$ cat src/rtl/ppa_pkg.sv
// Shared types and the prefix combine operator for the pipelined prefix adder.
package ppa_pkg;

    typedef struct packed {
        logic g;
        logic p;
    } gp_pair_t;

    // (G,P)hi o (G,P)lo
    function automatic gp_pair_t gp_combine(input gp_pair_t hi, input gp_pair_t lo);
        gp_pair_t r;
        r.g = hi.g | (hi.p & lo.g);
        r.p = hi.p & lo.p;
        return r;
    endfunction

endpackage

$ cat src/rtl/gp_prefix_level.sv
// One Kogge-Stone level: each position combines with the position DIST below it.
module gp_prefix_level
    import ppa_pkg::*;
#(
    parameter int unsigned WIDTH = 32,
    parameter int unsigned DIST  = 1
) (
    input  gp_pair_t [WIDTH-1:0] gp_in,
    output gp_pair_t [WIDTH-1:0] gp_out
);

    for (genvar i = 0; i < WIDTH; i++) begin : g_bit
        if (i >= DIST) begin : g_comb
            assign gp_out[i] = gp_combine(gp_in[i], gp_in[i-DIST]);
        end else begin : g_pass
            assign gp_out[i] = gp_in[i];
        end
    end

endmodule

$ cat src/rtl/pipelined_prefix_adder.sv
// Pipelined Kogge-Stone adder with valid/ready handshake and global stall.
// Optional signed-overflow output enabled by defining PPA_OVERFLOW_EN.
module pipelined_prefix_adder
    import ppa_pkg::*;
#(
    parameter int unsigned WIDTH            = 32,
    parameter int unsigned LEVELS_PER_STAGE = 2
) (
    input  logic             clk,
    input  logic             rst_n,
    input  logic             in_valid,
    output logic             in_ready,
    input  logic [WIDTH-1:0] a,
    input  logic [WIDTH-1:0] b,
    input  logic             cin,
    output logic             out_valid,
    input  logic             out_ready,
    output logic [WIDTH-1:0] sum,
    output logic             cout
`ifdef PPA_OVERFLOW_EN
    ,
    output logic             ovf
`endif
);

    localparam int unsigned L    = $clog2(WIDTH);
    localparam int unsigned NSTG = (L + LEVELS_PER_STAGE - 1) / LEVELS_PER_STAGE;

    typedef gp_pair_t [WIDTH-1:0] gp_vec_t;

    logic                         advance;
    logic    [NSTG:0]             stg_vld;
    logic    [NSTG:0]             stg_cin;
    logic    [NSTG:0][WIDTH-1:0]  stg_p;
    gp_vec_t [NSTG:0]             stg_gp;
    gp_vec_t [NSTG:0]             nxt_gp;
    gp_vec_t                      fin;
    logic    [WIDTH-1:0]          fin_g;
    logic    [WIDTH-1:0]          fin_p;
    logic                         unused_fin_p;

    assign advance   = !out_valid || out_ready;
    assign in_ready  = advance;
    assign out_valid = stg_vld[NSTG];

    // Bitwise generate/propagate; cin is absorbed into the bit-0 generate
    for (genvar i = 0; i < WIDTH; i++) begin : g_gen
        if (i == 0) begin : g_lsb
            assign nxt_gp[0][i].g = (a[i] & b[i]) | ((a[i] ^ b[i]) & cin);
        end else begin : g_bit
            assign nxt_gp[0][i].g = a[i] & b[i];
        end
        assign nxt_gp[0][i].p = a[i] ^ b[i];
    end

    // Prefix levels; a level starting a new stage reads that stage's register
    for (genvar j = 0; j < L; j++) begin : g_lvl
        gp_vec_t lvl_in;
        gp_vec_t lvl_out;
        if (j % LEVELS_PER_STAGE == 0) begin : g_from_reg
            assign lvl_in = stg_gp[j / LEVELS_PER_STAGE];
        end else begin : g_from_lvl
            assign lvl_in = g_lvl[j-1].lvl_out;
        end
        gp_prefix_level #(
            .WIDTH (WIDTH),
            .DIST  (2 ** j)
        ) u_level (
            .gp_in  (lvl_in),
            .gp_out (lvl_out)
        );
    end

    for (genvar s = 1; s <= NSTG; s++) begin : g_stage
        localparam int unsigned LAST =
            ((s * LEVELS_PER_STAGE < L) ? s * LEVELS_PER_STAGE : L) - 1;
        assign nxt_gp[s] = g_lvl[LAST].lvl_out;
    end

    // Pipeline registers; the whole pipe holds while the output is blocked
    always_ff @(posedge clk or negedge rst_n) begin
        if (!rst_n) begin
            stg_vld <= '0;
            stg_cin <= '0;
            stg_p   <= '0;
            stg_gp  <= '0;
        end else if (advance) begin
            stg_vld <= {stg_vld[NSTG-1:0], in_valid};
            stg_cin <= {stg_cin[NSTG-1:0], cin};
            stg_p   <= {stg_p[NSTG-1:0], a ^ b};
            stg_gp  <= nxt_gp;
        end
    end

    assign fin = stg_gp[NSTG];

    for (genvar i = 0; i < WIDTH; i++) begin : g_fin
        assign fin_g[i] = fin[i].g;
        assign fin_p[i] = fin[i].p;
    end

    assign unused_fin_p = ^fin_p;

    assign sum  = stg_p[NSTG] ^ {fin_g[WIDTH-2:0], stg_cin[NSTG]};
    assign cout = fin_g[WIDTH-1];

`ifdef PPA_OVERFLOW_EN
    assign ovf = fin_g[WIDTH-2] ^ fin_g[WIDTH-1];
`endif

endmodule

$ cat config.mk
export PLATFORM = sky130hd
export DESIGN_NAME = pipelined_prefix_adder
export DESIGN_NICKNAME = d
export VERILOG_FILES = /design/src/rtl/ppa_pkg.sv /design/src/rtl/gp_prefix_level.sv /design/src/rtl/pipelined_prefix_adder.sv
export SDC_FILE = /design/constraint.sdc
export NUM_CORES = 1
export LEC_CHECK = 0
export ABC_AREA = 1
export CAP_MARGIN = 20
export CORE_MARGIN = 2
export CORE_UTILIZATION = 65
export CTS_BUF_LIST = sky130_fd_sc_hd__clkbuf_8 sky130_fd_sc_hd__clkbuf_16
export CTS_CLUSTER_SIZE = 25
export DETAILED_ROUTE_END_ITERATION = 6
export DONT_BUFFER_PORTS = 1
export GPL_ROUTABILITY_DRIVEN = 1
export PLACE_DENSITY_LB_ADDON = 0.08
export REMOVE_ABC_BUFFERS = 1
export SYNTH_ARGS = -nofsm -noshare
export SYNTH_HDL_FRONTEND = slang
export SYNTH_SLANG_ARGS = --single-unit
$ cat constraint.sdc
create_clock -name clk -period 3.19 [get_ports clk]
set_clock_uncertainty 0.1 [all_clocks]
set_input_delay 0.4785 -clock clk [delete_from_list [all_inputs] [get_ports clk]]
set_output_delay 0.4785 -clock clk [all_outputs]
set_load 0.01 [all_outputs]
Yosys cells after proc, flatten, opt, wreduce, memory -nomap -nowiden
Index checks and enable logic that the tools add are counted.

Bits of input ports: 69. Register bits after elaboration: 339. Word-level logic and storage cells: 635. Output and inout bits: 35.

Reductions and logical operators: 2. Bitwise gates (word level): 424.

Operators with widths (number): $and A1 B1 Y1 (260); $or A1 B1 Y1 (130); $xor A32 B32 Y32 (2); $xor A1 B1 Y1 (32); $logic_not A1 Y1 (1); $logic_or A1 B1 Y1 (1).

Longest topological paths before layout
Gate-level depths: netlist of run 1.

Depth in word-level cells: 4. Depth in mapped cells: 8. Mapped depth without buffers: 6.

By module
From an unflattened synthesis of run 1, not the netlist that was laid out.

Cells, all modules: 2160. Area, all modules: 15852.7 um^2.

By module, submodules not included: pipelined_prefix_adder (sequential area each 8207.9 um^2, area an instance 12966.2 um^2, cells an instance 1453, times used 1); gp_prefix_level at g_lvl[0].u_level (sequential area each 0.0 um^2, area an instance 596.8 um^2, cells an instance 157, times used 1); gp_prefix_level at g_lvl[1].u_level (sequential area each 0.0 um^2, area an instance 593.1 um^2, cells an instance 154, times used 1); gp_prefix_level at g_lvl[2].u_level (sequential area each 0.0 um^2, area an instance 585.6 um^2, cells an instance 148, times used 1); gp_prefix_level at g_lvl[3].u_level (sequential area each 0.0 um^2, area an instance 570.5 um^2, cells an instance 136, times used 1); gp_prefix_level at g_lvl[4].u_level (sequential area each 0.0 um^2, area an instance 540.5 um^2, cells an instance 112, times used 1).

Least setup slack after synthesis of run 1
Ideal clock, no wire load.

Kind: in2out. Start: input port out_ready. End: output port in_ready. Stages on the path: 4. Arrival: 0.940 ns. Buffers on the path: 2. Required time: 2.612 ns. Path slack: 1.672 ns. Cells stage by stage: inv_1 -> nand2_1 -> buf_2 -> buf_2.

Cells in the longest elaborated chain, start to end: 1.

Ends and longest elaborated chain: start: declaration (RTL line pipelined_prefix_adder.sv:17) `input logic out_ready,`; $logic_or A1 B1 Y1 (RTL line pipelined_prefix_adder.sv:42) `assign advance = !out_valid || out_ready;`; end: declaration (RTL line pipelined_prefix_adder.sv:12) `output logic in_ready,`.

Every way passes these cells.

Worst setup path after layout of run 1
Start: register stg_vld[3]. End: output port in_ready.

Cells in the longest elaborated chain, start to end: 2.

Ends and longest elaborated chain: start: declaration (RTL line pipelined_prefix_adder.sv:32) `logic [NSTG:0] stg_vld;`; start signal: assignment (RTL line pipelined_prefix_adder.sv:88) `stg_vld <= {stg_vld[NSTG-1:0], in_valid};`; $logic_not A1 Y1 (RTL line pipelined_prefix_adder.sv:42); $logic_or A1 B1 Y1 (RTL line pipelined_prefix_adder.sv:42).

Every way passes these cells.

==> key figures, run 1 <==
Synthesis
  – #FFs+latches synth: about 310
  – Sequential element share of the synthesized area: between 50% and 60%
  – Netlist cell types: 15
  – Cells after synthesis: about 1,600
  – Netlist Area Pre-Place: 13,600 um2
  – Synth top area cells: dfrtp_1, nand2_1, nand3_1
  – Largest area contributor in the netlist: dfrtp_1
  – Ys Warns: 0
  – Top-area cell type share of the netlist area: 56.7%
  – Synthesized area per cell: 8.32 um2

Pwr
  – Comb pwr share: between 20% and 30%
  – Max IR drop VDD: 0.000656 V
  – Psw: 5.11 mW
  – Pleak: 8.12 nW
  – Total Power: 14.3 mW
  – Clock share of power: 29.1%
  – Pwr per Cell Area: 954 nW/um2
  – Reg power frac: between 40% and 50%
  – Int Pwr: 9.20 mW
  – Net Sw Frac: 35.7%

Layout
  – Proportion of layout cells with a drive suffix above 1: under 10%
  – Synth-to-layout area growth: 10.3%
  – Diodes inserted: 0
  – Final instance area: about 15,000 um2
  – Finished Layout Cells: 1,904
  – Final core utilization: 73.6%
  – Layout Nets: about 1,700

Status
  – Status: complete, but fails checks
  – Failing checks: negative hold slack

Detailed routing
  – 1st-iter DRT viols: 699
  – Via-per-instance ratio: 5.35
  – 1st-pass router iterations: 5
  – Vias: around 10,000
  – Drt drc: 0
  – Avg WL per Cell: 15.3 um
  – Antenna viol nets, final: 0
  – Total Wirelength: 29,100 um

Worst setup path
  – CP Buf/Inv Count: 1
  – CP required: around 2.6 ns
  – Setup crit start kind: flop
  – R2r setup slk: 1.19 ns
  – Family with the most delay on the worst path: simple AND/OR/NAND/NOR gates
  – CP max stage cell: nand2_4
  – Peak fanout along the critical path: 54
  – Reg2Reg Launch Point: stg_vld[3]
  – Crit path DAT: 1.81 ns
  – Worst setup EP type: output pin
  – Slowest stage delay, CP: 0.50 ns
  – Critical-path cell list: nand2_4 > buf_4
  – R2R depth: 6
  – FF-to-FF End: g_lvl[4].lvl_in[27]
  – Critical path class: flop to output pin

CTS
  – Hold buffers post-CTS: 2
  – Post-CTS Setup Bufs: 0
  – Clock-pin slew on the worst setup and hold paths: 0.06 ns
  – CTS Buf Count: 31
  – Worst skew pair latency: 0.55 ns
  – Cts repair resizes: 0
  – Max Root-Sink Buffers: 3
  – CTS Sinks: a little over 300
  – CTS tree: done
  – CTS H-Tree Depth: 1
  – Root Buffer: clkbuf_16

Place
  – GP Congestion: roughly 0.86
  – Buffers on Ports: 0
  – Placed inst area: 13,800 um2
  – Post-DP HPWL: 18,900 um
  – Pre-CTS setup slack: 1.19 ns
  – Placed insts: 1,845

Timing
  – Fmax: approximately 420 MHz
  – Fin. max-slew vios: 0
  – Setup WS post-layout: 0.798 ns
  – Setup Viol. Count Final: 0
  – Final Hold Violating Endpoints: 308
  – Rel. slew slack: 46.4%
  – RSZ-0062 raised after global routing: no
  – Min Tclk post-route: 2.39 ns
  – Hold_ws: -0.465 ns
  – Part of the cycle the worst path needs: 75.0%
  – Least-Margin Pin Slew: about 0.80 ns
  – Setup TNS: 0 ns

Die
  – Die H: 149 um
  – Row cnt: between 50 and 60
  – Die area: roughly 22,000 um2
  – Starting Density: between 60% and 70%
  – Chip width: 149 um
  – Core outline area: approximately 20,000 um2
  – IO Count: 104

Global route
  – Total GRT Usage: a little over a quarter
  – Largest net degree at the start of global routing: 309
  – Initial antenna violation count: 0
  – First-pass GRT wire length: 48,900 um
  – Vias in the first global route: 9,946
  – Remaining Overflow, GRT: 0

Flow run
  – Max cap viols: 0

Min path
  – Type of the worst min-delay path: primary input to asynchronous set/reset pin
-- registers in the layout, indices dropped and copies added, names as in the netlist --
name,cells
cout,1
g_lvl.lvl_in,140
fin,31
stg_cin,4
stg_vld,4
stg_p,128
-- worst max-delay path by stage --
| stage | slack (ns) | end | startpoint | cells after the start |
|---|---|---|---|---|
| floorplan | -3.64 | g_lvl[4].lvl_in[34] | out_ready | 4 |
| global placement | 1.23 | g_lvl[4].lvl_in[27] | stg_vld[3] | 6 |
| detailed placement | 1.19 | g_lvl[4].lvl_in[27] | stg_vld[3] | 6 |
| CTS | 0.77 | in_ready | stg_vld[3] | 2 |
| global route | 0.73 | in_ready | stg_vld[3] | 2 |
| finish | 0.80 | in_ready | stg_vld[3] | 2 |
-- routing by layer --
metal / part of all wire (%) / GRT usage, % / routed length, um / up-vias
li1: - / - / - / 5044
met5: 0 / 0 / 0 / -
met4: 2.1 / 7.48 / 612 / 0
met1: 45 / 39.5 / 13100 / 4839
met3: 5.3 / 3.93 / 1530 / 45
met2: 47 / 44.7 / 13800 / 250
-- Yosys cell counts --
| cell type | number |
|---|---|
| nor2_2 | 1 |
| a21oi_1 | 17 |
| xor2_1 | 32 |
| nand3b_1 | 11 |
| nand4_1 | 25 |
| nand3_1 | 108 |
| o21ai_1 | 2 |
| clkbuf_1 | 7 |
| buf_4 | 2 |
| dfrtp_1 | 308 |
| nand2_1 | 810 |
| ha_1 | 32 |
| inv_1 | 120 |
| buf_2 | 64 |
| o21ai_0 | 95 |
-- worst reg2reg max path, stage by stage, from the launching register on --
cell,delay [ns]
dfrtp_1,0.45
inv_1,0.10
nor2_4,0.62
buf_12,0.39
nand2_1,0.12
nand2_1,0.08
nand2_1,0.05
-- cell families (layout without fill, tap and decap cells) --
| kind of cell | Yosys count | count (layout) | share of synthesized area, % |
|---|---|---|---|
| XOR/XNOR | 32 | 32 | 2.06 |
| buffers and inverters | 193 | 193 | 5.97 |
| adder cells (fa/ha/maj) | 32 | 32 | 2.94 |
| AND/OR/NAND/NOR | 955 | 955 | 28.1 |
| flip-flops | 308 | 308 | 56.7 |
| AO/OA/AOI/OAI | 114 | 114 | 4.20 |
-- placed cells by master (no fill, tap or decap) --
cell / instances
a21oi_1: 17
buf_12: 7
buf_4: 7
bufinv_16: 9
clkbuf_16: 31
clkbuf_8: 5
clkinv_2: 3
clkinvlp_4: 7
dfrtp_1: 308
dlygate4sd3_1: 2
ha_1: 32
inv_1: 121
inv_6: 1
nand2_1: 809
nand2_4: 1
nand3_1: 108
nand3b_1: 11
nand4_1: 25
nor2_4: 1
o21ai_0: 95
o21ai_1: 2
xor2_1: 32
-- area by class of cell --
class	count	area [um2]
multi-input combinational	1133	5090
timing repair buffer	16	213
clock inverter	21	350
fill	1543	5370
tap	270	338
sequential	308	7710
inverter	120	450
clock buffer	36	845
-- power groups by stage --
stage / registers, mW / logic, mW / clock network (mW)
after global placement: 6.51 / 3.49 / 0
after floorplan: 6.14 / 2.96 / 0
final: 6.52 / 3.63 / 4.16
after global routing: 6.69 / 4.21 / 4.38
after detailed placement: 6.55 / 3.61 / 0
after CTS: 6.51 / 3.67 / 4.22
(Power assumes the default switching activity.)
==> run 2, diff against run 1 <==
--- a/config.mk
+++ b/config.mk
@@ -8,7 +8,7 @@
 export ABC_AREA = 1
 export CAP_MARGIN = 20
 export CORE_MARGIN = 2
-export CORE_UTILIZATION = 65
+export CORE_UTILIZATION = 57
 export CTS_BUF_LIST = sky130_fd_sc_hd__clkbuf_8 sky130_fd_sc_hd__clkbuf_16
 export CTS_CLUSTER_SIZE = 25
 export DETAILED_ROUTE_END_ITERATION = 6
==> constraint.sdc (replaced) <==
create_clock -name clk -period 2.1 [get_ports clk]
set_clock_uncertainty 0.1 [all_clocks]
set_input_delay 0.315 -clock clk [delete_from_list [all_inputs] [get_ports clk]]
set_output_delay 0.315 -clock clk [all_outputs]
set_load 0.01 [all_outputs]
==> run 2 against run 1 <==
  * The run still ends with negative hold slack left
  * Combinational power up 60%
  * First-iteration DRC count is 37% higher
  * Worst setup slack lost 0.60 ns
  * Sequential share of layout area decreased by 3.0 points
  * Die area up 14%
  * Utilization shrank 5.8 points
  * Wire length rose by 4.5%
  * Sequential cell count unchanged
  * Non-clock buffer count increased by 90
  * Design area is 6.2% higher
  * Cell count is 7.4% higher
  * Critical endpoint unchanged
==> key figures, run 2 (synthesized netlist as in run 1, its figures left out) <==
Pwr
  – Max IR drop VDD: slightly above 0.0008 V
  – Pwr per Cell Area: 1360 nW/um2
  – Pleak: 8.54 nW
  – Total Power: 21.6 mW

CTS
  – Clock-pin slew on the worst setup and hold paths: 0.06 ns
  – Hold buffers post-CTS: 85
  – Post-CTS Setup Bufs: 0
  – CTS Buf Count: 34
  – CTS H-Tree Depth: 2
  – CTS tree: done
  – CTS Sinks: 308
  – Cts repair resizes: 0
  – Worst skew pair latency: roughly 0.5 ns
  – Max Root-Sink Buffers: 3
  – Root Buffer: clkbuf_16

Worst setup path
  – Critical path class: flop to output pin
  – Worst setup EP type: output pin
  – Slowest stage delay, CP: between 0.4 and 0.5 ns
  – CP required: 1.68 ns
  – CP max stage cell: dfrtp_1
  – Setup crit start kind: flop
  – FF-to-FF End: g_lvl[4].lvl_in[63]
  – R2R depth: 7
  – CP Buf/Inv Count: 2
  – Critical-path cell list: nand2_4 > buf_4 > buf_12
  – Family with the most delay on the worst path: flip-flops
  – Peak fanout along the critical path: 47
  – R2r setup slk: ~0.50 ns
  – Crit path DAT: around 1.5 ns
  – Reg2Reg Launch Point: stg_vld[3]

Detailed routing
  – Total Wirelength: between 30,000 and 40,000 um
  – Via-per-instance ratio: 5.14
  – Vias: ~11,000
  – Drt drc: 0
  – 1st-iter DRT viols: 957
  – 1st-pass router iterations: 5
  – Antenna viol nets, final: 0
  – Avg WL per Cell: 14.9 um

Flow run
  – Max cap viols: 0

Global route
  – First-pass GRT wire length: 50,900 um
  – Met1 Use GR: 37.4%
  – Remaining Overflow, GRT: 0
  – Total GRT Usage: 25.4%
  – Layer carrying the most global-route usage: met2
  – GRT met2 Usage: between 30% and 40%
  – M3 GR Usage: 3.59%
  – Largest net degree at the start of global routing: 309
  – Vias in the first global route: 10,218
  – Initial antenna violation count: 0

Layout
  – Diodes inserted: 0
  – Most common cell after layout, fill and taps aside: nand2_1
  – Finished Layout Cells: 2,045
  – Synth-to-layout area growth: 17.1%
  – Layout Nets: 1,804
  – Proportion of layout cells with a drive suffix above 1: 4.23%
  – Max reg flops: 140
  – Final core utilization: 67.8%
  – Commonest non-fill, non-tap cells in the layout: nand2_1, dfrtp_1, inv_1, nand3_1, o21ai_0

Timing
  – Least-Margin Pin Slew: 0.560 ns
  – Setup Viol. Count Final: 0
  – RSZ-0062 raised after global routing: no
  – Min Tclk post-route: 1.91 ns
  – Fin. max-slew vios: 0
  – Hold_ws: -0.590 ns
  – Rel. slew slack: 62.7%
  – Fmax: 525 MHz
  – Setup WS post-layout: 0.193 ns
  – Final Hold Violating Endpoints: 308
  – Setup TNS: 0 ns
  – Part of the cycle the worst path needs: about 91%

Die
  – Core outline area: 23,500 um2
  – Die H: 158 um
  – IO Count: 104
  – Row cnt: 56
  – Chip width: 158 um
  – Starting Density: 57.9%
  – Die area: 25,100 um2

Place
  – Pre-CTS setup slack: approximately 0.48 ns
  – GP Congestion: between 0.8 and 0.9
  – Post-DP HPWL: 19,200 um
  – Buffers on Ports: 0
  – Placed insts: 1,901

Min path
  – Type of the worst min-delay path: primary input to asynchronous set/reset pin

Status
  – Status: complete, but fails checks
  – Failing checks: negative hold slack
[run 2: cell count changes in the layout (fill, tap and decap cells not counted), moves of 5 or more]
cell / change
buf_12: +5
bufinv_16: -8
clkbuf_16: +6
clkinvlp_4: -5
dlygate4sd3_1: +83
inv_1: +8
[run 2: per-stage QoR]
stage,instance area [um2],hold WS (ns)
6_report,15900,-0.590
5_1_grt,15900,-0.605
4_1_cts,15900,-0.602
3_5_place_dp,14000,-0.0715
3_3_place_gp,14000,-0.0700
2_1_floorplan,13200,-0.0806
[run 2: routing by layer]
| metal | share of wire (%) | wire [um] | vias to the layer above |
|---|---|---|---|
| li1 | - | - | 5232 |
| met1 | 47 | 14300 | 4990 |
| met2 | 46 | 14000 | 243 |
| met3 | 4.7 | 1430 | 45 |
| met4 | 2.0 | 594 | 0 |
| met5 | 0 | 0 | - |
[run 2: worst max path at each step]
stage,start,endpoint,depth (start not counted)
2_1_floorplan,stg_vld[3],g_lvl[4].lvl_in[34],3
3_3_place_gp,stg_vld[3],g_lvl[2].lvl_in[7],8
3_5_place_dp,stg_vld[3],g_lvl[4].lvl_in[36],5
4_1_cts,stg_vld[3],in_ready,3
5_1_grt,stg_vld[3],in_ready,3
6_report,stg_vld[3],in_ready,3
[run 2: power breakdown]
group / leakage [nW] / internal, mW / switching, mW / total, mW
clock network: 0.580 / 3.53 / 2.34 / 5.87
logic: 4.07 / 2.11 / 3.69 / 5.80
registers: 3.89 / 8.14 / 1.77 / 9.91
total: 8.54 / 13.8 / 7.79 / 21.6
[run 2: final cells by class]
| cell class | instances | area, um2 |
|---|---|---|
| Clock buffer | 44 | 1020 |
| Clock inverter | 15 | 93.8 |
| Fill cell | 1946 | 7550 |
| Inverter | 120 | 450 |
| Multi-Input combinational cell | 1133 | 5090 |
| Sequential cell | 308 | 7710 |
| Tap cell | 319 | 399 |
| Timing Repair Buffer | 106 | 1160 |
==> run 3, diff against run 2 <==
--- a/config.mk
+++ b/config.mk
@@ -16,6 +16,7 @@
 export GPL_ROUTABILITY_DRIVEN = 1
 export PLACE_DENSITY_LB_ADDON = 0.08
 export REMOVE_ABC_BUFFERS = 1
+export SKIP_LAST_GASP = 1
 export SYNTH_ARGS = -nofsm -noshare
 export SYNTH_HDL_FRONTEND = slang
 export SYNTH_SLANG_ARGS = --single-unit
==> results of run 3 <==
Final layout, timing and power as in run 2 (identical DEF).
